**config.mk**
```make
export PLATFORM = sky130hd
export DESIGN_NAME = wb_arbiter_flat
export DESIGN_NICKNAME = d
export VERILOG_FILES = /design/src/rtl/wb_arbiter_pkg.sv /design/src/rtl/wb_arbiter_if.sv /design/src/rtl/wb_fifo.sv /design/src/rtl/wb_arbiter.sv /design/src/flat_wrapper.sv
export SDC_FILE = /design/constraint.sdc
export NUM_CORES = 1
export LEC_CHECK = 0
export BUFFER_PORTS_ARGS = -buffer_cell sky130_fd_sc_hd__buf_2
export CAP_MARGIN = 40
export CORE_AREA = 8 8 151 96
export CTS_CLUSTER_DIAMETER = 60
export DETAILED_ROUTE_END_ITERATION = 16
export DIE_AREA = 0 0 159 104
export PLACE_DENSITY = 0.76
export SYNTH_ARGS = -nofsm -noshare
export SYNTH_HDL_FRONTEND = slang
export SYNTH_SLANG_ARGS = --single-unit
export TNS_END_PERCENT = 50
```
**constraint.sdc**
```tcl
create_clock -name clk -period 5.5 [get_ports clk]
set_input_delay 0.55 -clock clk [delete_from_list [all_inputs] [get_ports clk]]
set_output_delay 0.55 -clock clk [all_outputs]
set_load 0.05 [all_outputs]
```
**src/rtl/wb_arbiter_pkg.sv**
```systemverilog
`default_nettype none
// ============================================================================
// Module   : wb_arbiter_pkg
// Purpose  : Shared types and constants for the register-file write-port
//            arbiter: completion-buffer entry layout and the x0 register id.
// Ports    : (package, none)
// Revision : 1.0 - initial release
// ============================================================================
package wb_arbiter_pkg;

  // One buffered long-op result waiting for a free write-port cycle.
  typedef struct packed {
    logic [4:0]  rd;
    logic [31:0] wdata;
  } wb_entry_t;

  localparam logic [4:0] REG_ZERO = 5'd0;

endpackage
`default_nettype wire

```
**src/rtl/wb_arbiter_if.sv**
```systemverilog
`default_nettype none
// ============================================================================
// Module   : wb_arbiter_if
// Purpose  : Bundles every non-clock/reset signal of the write-port arbiter.
// Ports    : master - pipeline/long-op side driving requests, reading results
//            slave  - the arbiter itself
//            kill, pipe_*, issue_*, lop_* (handshake), rs1_d/rs2_d/rd_d/
//            regwrite_d, stall_req, rf_we/rf_waddr/rf_wdata, busy
// Revision : 1.0 - initial release
// ============================================================================
interface wb_arbiter_if;

  logic        kill;
  logic        pipe_we;
  logic [4:0]  pipe_rd;
  logic [31:0] pipe_wdata;
  logic        issue_valid;
  logic [4:0]  issue_rd;
  logic        lop_valid;
  logic        lop_ready;
  logic [4:0]  lop_rd;
  logic [31:0] lop_wdata;
  logic [4:0]  rs1_d;
  logic [4:0]  rs2_d;
  logic [4:0]  rd_d;
  logic        regwrite_d;
  logic        stall_req;
  logic        rf_we;
  logic [4:0]  rf_waddr;
  logic [31:0] rf_wdata;
  logic        busy;

  modport master (
    output kill, pipe_we, pipe_rd, pipe_wdata, issue_valid, issue_rd,
           lop_valid, lop_rd, lop_wdata, rs1_d, rs2_d, rd_d, regwrite_d,
    input  lop_ready, stall_req, rf_we, rf_waddr, rf_wdata, busy
  );

  modport slave (
    input  kill, pipe_we, pipe_rd, pipe_wdata, issue_valid, issue_rd,
           lop_valid, lop_rd, lop_wdata, rs1_d, rs2_d, rd_d, regwrite_d,
    output lop_ready, stall_req, rf_we, rf_waddr, rf_wdata, busy
  );

endinterface
`default_nettype wire

```
**src/rtl/wb_fifo.sv**
```systemverilog
`default_nettype none
// ============================================================================
// Module   : wb_fifo
// Purpose  : Small completion buffer holding long-op results in arrival order.
// Ports    : clk, start (async active-low reset), clear (sync flush),
//            push/din, pop, head (current oldest entry), full, empty
// Revision : 1.0 - initial release
// ============================================================================
module wb_fifo
  import wb_arbiter_pkg::*;
#(
  parameter int DEPTH = 2
) (
  input  wire logic      clk,
  input  wire logic      start,
  input  wire logic      clear,
  input  wire logic      push,
  input  wire wb_entry_t din,
  input  wire logic      pop,
  output wb_entry_t      head,
  output logic           full,
  output logic           empty
);

  localparam int AW = $clog2(DEPTH);
  localparam logic [AW:0] PTR_ONE = (AW + 1)'(1);

  wb_entry_t   mem [DEPTH];
  // One extra pointer bit tells a full buffer apart from an empty one.
  logic [AW:0] wr_ptr;
  logic [AW:0] rd_ptr;
  logic        do_push;
  logic        do_pop;

  assign do_push = push && !full  && !clear;
  assign do_pop  = pop  && !empty && !clear;

  always_ff @(posedge clk or negedge start) begin
    if (!start) begin
      wr_ptr <= '0;
      rd_ptr <= '0;
    end else if (clear) begin
      wr_ptr <= '0;
      rd_ptr <= '0;
    end else begin
      if (do_push) wr_ptr <= wr_ptr + PTR_ONE;
      if (do_pop)  rd_ptr <= rd_ptr + PTR_ONE;
    end
  end

  // Payload storage carries no reset; validity is tracked by the pointers.
  always_ff @(posedge clk) begin
    if (do_push) mem[wr_ptr[AW-1:0]] <= din;
  end

  assign empty = (wr_ptr == rd_ptr);
  assign full  = (wr_ptr[AW] != rd_ptr[AW]) &&
                 (wr_ptr[AW-1:0] == rd_ptr[AW-1:0]);
  assign head  = mem[rd_ptr[AW-1:0]];

endmodule
`default_nettype wire

```
**src/rtl/wb_arbiter.sv**
```systemverilog
`default_nettype none
// ============================================================================
// Module   : wb_arbiter
// Purpose  : Shares the register-file write port between the in-order W stage
//            and out-of-order long-op completions. Buffers long-op results,
//            drains them into idle port cycles, tracks pending destinations
//            and requests ID stalls on hazards or buffer starvation.
// Ports    : clk, start (async active-low reset), bus (wb_arbiter_if.slave)
// Revision : 1.0 - initial release
// ============================================================================
module wb_arbiter
  import wb_arbiter_pkg::*;
#(
  parameter int BUF_DEPTH    = 2,
  parameter int STARVE_LIMIT = 4
) (
  input wire logic     clk,
  input wire logic     start,
  wb_arbiter_if.slave  bus
);

  localparam int            CW         = $clog2(STARVE_LIMIT + 1);
  localparam logic [CW-1:0] STARVE_MAX = CW'(STARVE_LIMIT);
  localparam logic [CW-1:0] CNT_ONE    = CW'(1);

  logic [31:0]   pending;
  logic [31:0]   pending_nxt;
  logic [CW-1:0] starve_cnt;
  wb_entry_t     head;
  wb_entry_t     push_entry;
  logic          full;
  logic          empty;
  logic          w_owns;
  logic          drain;
  logic          starve;
  logic          hazard;

  // x0 writes from W are treated as idle so the buffer may use the port.
  assign w_owns = bus.pipe_we && (bus.pipe_rd != REG_ZERO);
  // A kill cycle performs no drain: the flushed entry must never be written.
  assign drain  = start && !bus.kill && !w_owns && !empty;

  assign push_entry.rd    = bus.lop_rd;
  assign push_entry.wdata = bus.lop_wdata;

  wb_fifo #(
    .DEPTH (BUF_DEPTH)
  ) u_fifo (
    .clk   (clk),
    .start (start),
    .clear (bus.kill),
    .push  (bus.lop_valid),
    .din   (push_entry),
    .pop   (drain),
    .head  (head),
    .full  (full),
    .empty (empty)
  );

  always_comb begin
    bus.rf_we    = 1'b0;
    bus.rf_waddr = REG_ZERO;
    bus.rf_wdata = '0;
    if (w_owns && start) begin
      bus.rf_we    = 1'b1;
      bus.rf_waddr = bus.pipe_rd;
      bus.rf_wdata = bus.pipe_wdata;
    end else if (drain) begin
      bus.rf_we    = 1'b1;
      bus.rf_waddr = head.rd;
      bus.rf_wdata = head.wdata;
    end
  end

  // Clear applied before set so an issue to the register being drained wins.
  always_comb begin
    pending_nxt = pending;
    if (drain) pending_nxt[head.rd] = 1'b0;
    if (bus.issue_valid && (bus.issue_rd != REG_ZERO))
      pending_nxt[bus.issue_rd] = 1'b1;
  end

  always_ff @(posedge clk or negedge start) begin
    if (!start) begin
      pending <= '0;
    end else if (bus.kill) begin
      pending <= '0;
    end else begin
      pending <= pending_nxt;
    end
  end

  // Counts consecutive cycles in which a buffered result lost the port to W.
  always_ff @(posedge clk or negedge start) begin
    if (!start) begin
      starve_cnt <= '0;
    end else if (bus.kill || empty || drain) begin
      starve_cnt <= '0;
    end else if (starve_cnt != STARVE_MAX) begin
      starve_cnt <= starve_cnt + CNT_ONE;
    end
  end

  assign starve = (starve_cnt == STARVE_MAX);

  assign hazard = ((bus.rs1_d != REG_ZERO) && pending[bus.rs1_d]) ||
                  ((bus.rs2_d != REG_ZERO) && pending[bus.rs2_d]) ||
                  (bus.regwrite_d && (bus.rd_d != REG_ZERO) && pending[bus.rd_d]);

  assign bus.stall_req = start && (hazard || starve);
  assign bus.lop_ready = start && !full;
  assign bus.busy      = start && ((|pending) || !empty);

  // A second issue to a register whose result is still outstanding is illegal.
  a_issue_not_pending : assert property (
    @(posedge clk) disable iff (!start)
    (bus.issue_valid && !bus.kill && (bus.issue_rd != REG_ZERO)) |-> !pending[bus.issue_rd]
  );

endmodule
`default_nettype wire

```
**src/flat_wrapper.sv**
```systemverilog
// flat-port wrapper written by rule: the top's interface ports become plain ports
module wb_arbiter_flat import wb_arbiter_pkg::*;
#(
  parameter int BUF_DEPTH    = 2,
  parameter int STARVE_LIMIT = 4
)
  (clk, start, bus_kill, bus_pipe_we, bus_pipe_rd, bus_pipe_wdata, bus_issue_valid, bus_issue_rd, bus_lop_valid, bus_lop_rd, bus_lop_wdata, bus_rs1_d, bus_rs2_d, bus_rd_d, bus_regwrite_d, bus_lop_ready, bus_stall_req, bus_rf_we, bus_rf_waddr, bus_rf_wdata, bus_busy);
  wb_arbiter_if bus_i ();
  input wire logic clk;
  input wire logic start;
  input wire logic [$bits(bus_i.kill)-1:0] bus_kill;
  input wire logic [$bits(bus_i.pipe_we)-1:0] bus_pipe_we;
  input wire logic [$bits(bus_i.pipe_rd)-1:0] bus_pipe_rd;
  input wire logic [$bits(bus_i.pipe_wdata)-1:0] bus_pipe_wdata;
  input wire logic [$bits(bus_i.issue_valid)-1:0] bus_issue_valid;
  input wire logic [$bits(bus_i.issue_rd)-1:0] bus_issue_rd;
  input wire logic [$bits(bus_i.lop_valid)-1:0] bus_lop_valid;
  input wire logic [$bits(bus_i.lop_rd)-1:0] bus_lop_rd;
  input wire logic [$bits(bus_i.lop_wdata)-1:0] bus_lop_wdata;
  input wire logic [$bits(bus_i.rs1_d)-1:0] bus_rs1_d;
  input wire logic [$bits(bus_i.rs2_d)-1:0] bus_rs2_d;
  input wire logic [$bits(bus_i.rd_d)-1:0] bus_rd_d;
  input wire logic [$bits(bus_i.regwrite_d)-1:0] bus_regwrite_d;
  output wire logic [$bits(bus_i.lop_ready)-1:0] bus_lop_ready;
  output wire logic [$bits(bus_i.stall_req)-1:0] bus_stall_req;
  output wire logic [$bits(bus_i.rf_we)-1:0] bus_rf_we;
  output wire logic [$bits(bus_i.rf_waddr)-1:0] bus_rf_waddr;
  output wire logic [$bits(bus_i.rf_wdata)-1:0] bus_rf_wdata;
  output wire logic [$bits(bus_i.busy)-1:0] bus_busy;
  assign bus_i.kill = bus_kill;
  assign bus_i.pipe_we = bus_pipe_we;
  assign bus_i.pipe_rd = bus_pipe_rd;
  assign bus_i.pipe_wdata = bus_pipe_wdata;
  assign bus_i.issue_valid = bus_issue_valid;
  assign bus_i.issue_rd = bus_issue_rd;
  assign bus_i.lop_valid = bus_lop_valid;
  assign bus_i.lop_rd = bus_lop_rd;
  assign bus_i.lop_wdata = bus_lop_wdata;
  assign bus_i.rs1_d = bus_rs1_d;
  assign bus_i.rs2_d = bus_rs2_d;
  assign bus_i.rd_d = bus_rd_d;
  assign bus_i.regwrite_d = bus_regwrite_d;
  assign bus_lop_ready = bus_i.lop_ready;
  assign bus_stall_req = bus_i.stall_req;
  assign bus_rf_we = bus_i.rf_we;
  assign bus_rf_waddr = bus_i.rf_waddr;
  assign bus_rf_wdata = bus_i.rf_wdata;
  assign bus_busy = bus_i.busy;
  wb_arbiter #(.BUF_DEPTH(BUF_DEPTH), .STARVE_LIMIT(STARVE_LIMIT)) u_core (.clk(clk), .start(start), .bus(bus_i));
endmodule
```
**Word-level counts from Yosys, hierarchy flattened**

Memory sizes are Yosys's and may differ from the RTL's.
Cells that the tools add are included.

- $add $sub $neg: 3
- Order comparisons: 7
- Equality and inequality tests: 5
- Mux-type cells: 27
- Bitwise logic cells: 3
- Reductions and logical operators: 39

Operators with widths:

| kind | count |
|---|---|
| 2-to-1 mux 32 bit | 5 |
| bitwise AND 32 bit | 1 |
| inverter 32 bit | 1 |
| bitwise OR 32 bit | 1 |
| OR reduction 32 bit | 1 |
| < comparator 5 x 6 -> 1 bit, second input constant | 5 |
| nonzero test 5 bit | 5 |
| logical AND 1 bit | 20 |
| binary-select mux 1 bit (select 5 bit) | 3 |
| demux 1 bit (select 5 bit) | 2 |
| >= comparator 5 x 1 -> 1 bit, second input constant | 2 |
| 2-to-1 mux 5 bit | 2 |
| 2-to-1 mux 1 bit | 9 |
| 2-to-1 mux 2 bit | 4 |
| logical OR 1 bit | 6 |
| 2-to-1 mux 3 bit | 2 |
| nonzero test 2 bit | 3 |
| adder 2 x 1 -> 2 bit, second input constant | 2 |
| logical NOT 1 bit | 4 |
| adder 3 x 1 -> 3 bit, second input constant | 1 |
| == test 3 bit, second input constant | 1 |
| inequality test 3 bit, second input constant | 1 |
| == test 2 bit | 1 |
| == test 1 bit | 1 |
| inequality test 1 bit | 1 |

- Register bits after elaboration: 39
- Memory bits (writable): 74
- Bits of input ports: 101
- Output and inout port bits: 41
- Logic and storage cells: 89
- Memories kept: 1

Memory list:

| name | depth | bits a word | rd ports | clocked after Yosys merged registers in | write ports | RTL line | text |
|---|---|---|---|---|---|---|---|
| u_core.u_fifo.mem | 2 | 37 | 1 | 0 | 1 | wb_fifo.sv:28 | `wb_entry_t mem [DEPTH];` |

**Depth between registers and ports, before layout**

An unclocked memory read counts as a cell.

- Depth after elaboration: 11
- Gate-level depth with buffers: 9
- Mapped depth without buffers: 7

**Hierarchy**

From an unflattened synthesis, not the netlist that was laid out.

- Cells, all modules: 487
- Area, all modules: 6010.8 um^2

Modules (own cells, without submodules):

| module | times used | cells each | area each (um^2) | sequential area each (um^2) |
|---|---|---|---|---|
| wb_arbiter | 1 | 340 | 3070.4 | 875.8 |
| wb_fifo | 1 | 147 | 2940.3 | 2322.2 |

**Worst setup path after synthesis**

Ideal clock, no wire load.

- Kind: register to register
- Start point: register u_core.u_fifo.rd_ptr[0]
- End point: memory u_core.u_fifo.mem[0][0] (netlist bit), enable pin
- Setup time: 537 ps
- Data arrival time: 5135 ps
- Path slack: -172 ps
- Cell stages (with the launch flop): 6
- Path buffers: 3
- Period minus slack after synthesis: 5672 ps
- Cell sequence: dfrtp_1 > buf_4 > clkbuf_1 > buf_1 > nor2_1 > nor4b_1

- Longest elaborated chain between the ends: 7

Ends and longest elaborated chain:

| what | RTL line | text |
|---|---|---|
| from (decl) | wb_fifo.sv:31 | `logic [AW:0] rd_ptr;` |
| from (signal assigned) | wb_fifo.sv:47 | `if (do_pop) rd_ptr <= rd_ptr + PTR_ONE;` |
| == test 1 bit | wb_fifo.sv:58 | `(wr_ptr[AW-1:0] == rd_ptr[AW-1:0]);` |
| logical AND 1 bit | wb_fifo.sv:57 | `assign full = (wr_ptr[AW] != rd_ptr[AW]) &&` |
| logical NOT 1 bit | wb_fifo.sv:35 | `assign do_push = push && !full && !clear;` |
| logical AND 1 bit (2 in series) | wb_fifo.sv:35 |  |
| 2-to-1 mux 1 bit | wb_fifo.sv:53 | `if (do_push) mem[wr_ptr[AW-1:0]] <= din;` |
| 2-to-1 mux 1 bit (not written as such) | wb_fifo.sv:53 |  |
| to (decl) | wb_fifo.sv:28 |  |

No other way between the ends.

**Worst setup path in the final report**

- Start point: register u_core.u_fifo.wr_ptr[0]
- End point: output bus_rf_waddr[2]

- Longest elaborated chain between the ends: 5

Ends and longest elaborated chain:

| what | RTL line | text |
|---|---|---|
| from (decl) | wb_fifo.sv:30 | `logic [AW:0] wr_ptr;` |
| from (signal assigned) | wb_fifo.sv:46 | `if (do_push) wr_ptr <= wr_ptr + PTR_ONE;` |
| == test 2 bit | wb_fifo.sv:56 | `assign empty = (wr_ptr == rd_ptr);` |
| logical NOT 1 bit | wb_arbiter.sv:41 | `assign drain = start && !bus.kill && !w_owns && !empty;` |
| logical AND 1 bit | wb_arbiter.sv:41 |  |
| 2-to-1 mux 5 bit | wb_arbiter.sv:68 | `end else if (drain) begin` |
| 2-to-1 mux 5 bit | wb_arbiter.sv:64 | `if (w_owns && start) begin` |
| to (decl) | flat_wrapper.sv:27 | `output wire logic [$bits(bus_i.rf_waddr)-1:0] bus_rf_waddr;` |

No other way between the ends.

==> metrics.txt <==
outcome=complete, no violations; Die W=159 um; DRC=0; FF-to-FF path depth=6; final slew viol count=0; Period minus WS final=~3.7 ns; setup slack, reg-to-reg=between 2 and 2.5 ns; Power Density=322 mW/mm2; Final nets=746; H-tree levels=4; clock buffer depth=2; Mapped Cells=around 500; share of post-route cells with drive strength above 1=0.325; HP Class=primary input to asynchronous set/reset pin; Synth Net Count=607; HPWL Detailed=between 10000 and 15000 um; first-pass GRT wire length=about 26000 um; final-report setup violation count=0; core area=approximately 0.012 mm2; Critical R2R Launch=u_core.u_fifo.wr_ptr[0]; Synth Register Bits=between 100 and 150; most frequent cells in the layout=buf_2 (141), nand2_1 (80), edfxtp_1 (74); P&R area growth vs syn=25.4%; Ports=roughly 140; fin crit share=0.678; Skew-Pair Late Insertion Delay=just over 0.4 ns; Setup crit start kind=flop; Post-CTS Hold Buffers=0; CTS tree=yes; total global-route track usage=0.197; syn avg cell area=11.7 um2; Post-synth EDFFs=74; buffer count from post-CTS setup fixing=0; cell area after synthesis=0.00588 mm2; max cap viols=0; DIE AREA=0.0165 mm2; IO buf count=141; Post-DRT Antenna Nets=0; Root Buffer=clkbuf_16; Initial Utilization=0.474; CTS Buf Count=17; Hold Fails Final Rpt=0; # rows=32; total grt overflow=0; Worst IR Drop VDD=0.000258 V; final WL=approximately 17000 um; ys async rst share=0.345; sequential fraction of the synthesis area=0.544; CP Class=flop to output pin; fillers=1010; pin count of the biggest net entering global routing=between 50 and 60; Static Leak=2.88 nW; vias per cell=slightly below 6; Max transition margin=0.310; First DRT Iteration DRCs=444; post-synth cell types=46; number of global-route vias before repair=5088; Clock Pin Slew Worst Setup and Hold Paths=0.06 ns; 1st-pass router iterations=6; CP required=4.95 ns; Die H=104 um; Sequential cell area=0.00320 mm2; Arr. time, crit path=3.18 ns; Synth warnings=0; via count=4883; worst-margin pin slew=1.03 ns; maximum clock frequency=268 MHz; setup TNS=0 ns; clk sink count=around 110; fin area=roughly 0.0074 mm2; most common cell after layout, fill and taps aside=buf_2; post-DR wirelength/cell=around 20 um; Crit Reg-Reg Endpoint=u_core.pending[20]; initial antenna violation count=0; RSZ-0062 raised after global routing=no; cells resized by post-CTS repair=0; Setup crit end kind=output pin; area of the multi-input gates=0.00253 mm2; Final Skew=0.00721 ns; gpl congestion=0.933; Synth Flop Type=edfxtp_1; DP Area=0.00676 mm2; Diodes inserted=0; Max FO, Critical Path=39
[power by group]
part	leakage (nW)	internal (W)	switching (W)
combinational	1.36	0.0000875	0.000191
sequential	1.22	0.000937	0.0000147
clock	0.302	0.000727	0.000421
[worst max path at each step]
stage / from / end / slack, ns / cells past startpoint
after CTS: u_core.u_fifo.wr_ptr[0] / bus_rf_waddr[2] / 1.78 / 6
after detailed placement: bus_pipe_rd[1] / bus_rf_waddr[2] / 1.89 / 7
after global placement: bus_pipe_rd[1] / bus_rf_waddr[2] / 2.01 / 7
after floorplan: u_core.u_fifo.rd_ptr[0] / u_core.u_fifo.mem[0][0] / 1.66 / 5
final: u_core.u_fifo.wr_ptr[0] / bus_rf_waddr[2] / 1.77 / 6
after global routing: u_core.u_fifo.wr_ptr[0] / bus_rf_waddr[2] / 1.50 / 6
[registers in the layout (all words and copies together), names as in the netlist]
register,flops
u_core.u_fifo.wr_ptr,2
u_core.u_fifo.mem,74
u_core.starve_cnt,3
u_core.u_fifo.rd_ptr,2
u_core.pending,32
[cells by family after synthesis]
kind of cell / synth area share
compound gates: 0.139
xor+xnor: 0.00893
fa+ha+maj: 0.00425
buf+inv: 0.0287
flops: 0.544
mux: 0.160
simple gates: 0.116
[metal layers]
metal  up-vias  routed length [um]  GRT usage
li1       2210                   -          -
met1      2378                7120      0.265
met2       268                7640      0.307
met3        27                1540     0.0561
met4         0                 247     0.0570
met5         -                   0          0
[worst max-delay path, cell delays in order (launching register included)]
cell     delay (ns)
dfrtp_1        0.48
xnor2_1        0.21
a21oi_1        0.38
nand3_2        0.60
or2_1          0.69
nand2_1        0.13
buf_2          0.27
[synth_stat cells, types with 2 or more instances]
cell type | instances | share of area
nand2_1 | 80 | 0.051
edfxtp_1 | 74 | 0.38
o21ai_0 | 43 | 0.037
mux2i_1 | 42 | 0.071
a21oi_1 | 39 | 0.033
dfrtp_1 | 39 | 0.17
o31ai_1 | 26 | 0.033
mux4_2 | 22 | 0.084
nor2_1 | 18 | 0.011
clkbuf_1 | 15 | 0.0096
inv_1 | 12 | 0.0077
nor4_1 | 9 | 0.0096
nor2b_1 | 8 | 0.0085
buf_1 | 6 | 0.0038
a211oi_1 | 5 | 0.0064
a32oi_1 | 4 | 0.0060
nand2b_1 | 4 | 0.0043
nand4_1 | 4 | 0.0043
o311ai_0 | 4 | 0.0060
a22oi_1 | 3 | 0.0038
and3b_1 | 3 | 0.0045
buf_2 | 3 | 0.0026
nor3b_1 | 3 | 0.0038
or2_2 | 3 | 0.0032
xnor2_1 | 3 | 0.0045
xor2_1 | 3 | 0.0045
a2111oi_0 | 2 | 0.0030
and3_1 | 2 | 0.0021
buf_6 | 2 | 0.0038
ha_1 | 2 | 0.0043
mux2_2 | 2 | 0.0038
nand3_1 | 2 | 0.0017
nor3_1 | 2 | 0.0017
nor4b_1 | 2 | 0.0030
o22ai_1 | 2 | 0.0021
[per-stage QoR]
step | power (W) | utilization | cells | setup slack (ns) | hold slack [ns]
2_1_floorplan | 0.00114 | - | 504 | 1.66 | 0.254
3_3_place_gp | 0.00123 | 0.543 | 793 | 2.01 | 0.542
3_5_place_dp | 0.00125 | 0.544 | 794 | 1.89 | 0.562
4_1_cts | 0.00239 | 0.594 | 826 | 1.78 | 0.234
5_1_grt | 0.00246 | 0.594 | 826 | 1.50 | 0.253
6_report | 0.00238 | 0.594 | 826 | 1.77 | 0.214
[area by class of cell]
class | count | area share
clock inverter | 15 | 0.0266
sequential | 113 | 0.434
multi-input combinational | 352 | 0.344
inverter | 12 | 0.00611
tap | 170 | 0.0288
timing repair buffer | 147 | 0.103
clock buffer | 17 | 0.0577
Power figures use the tool's default switching activity.
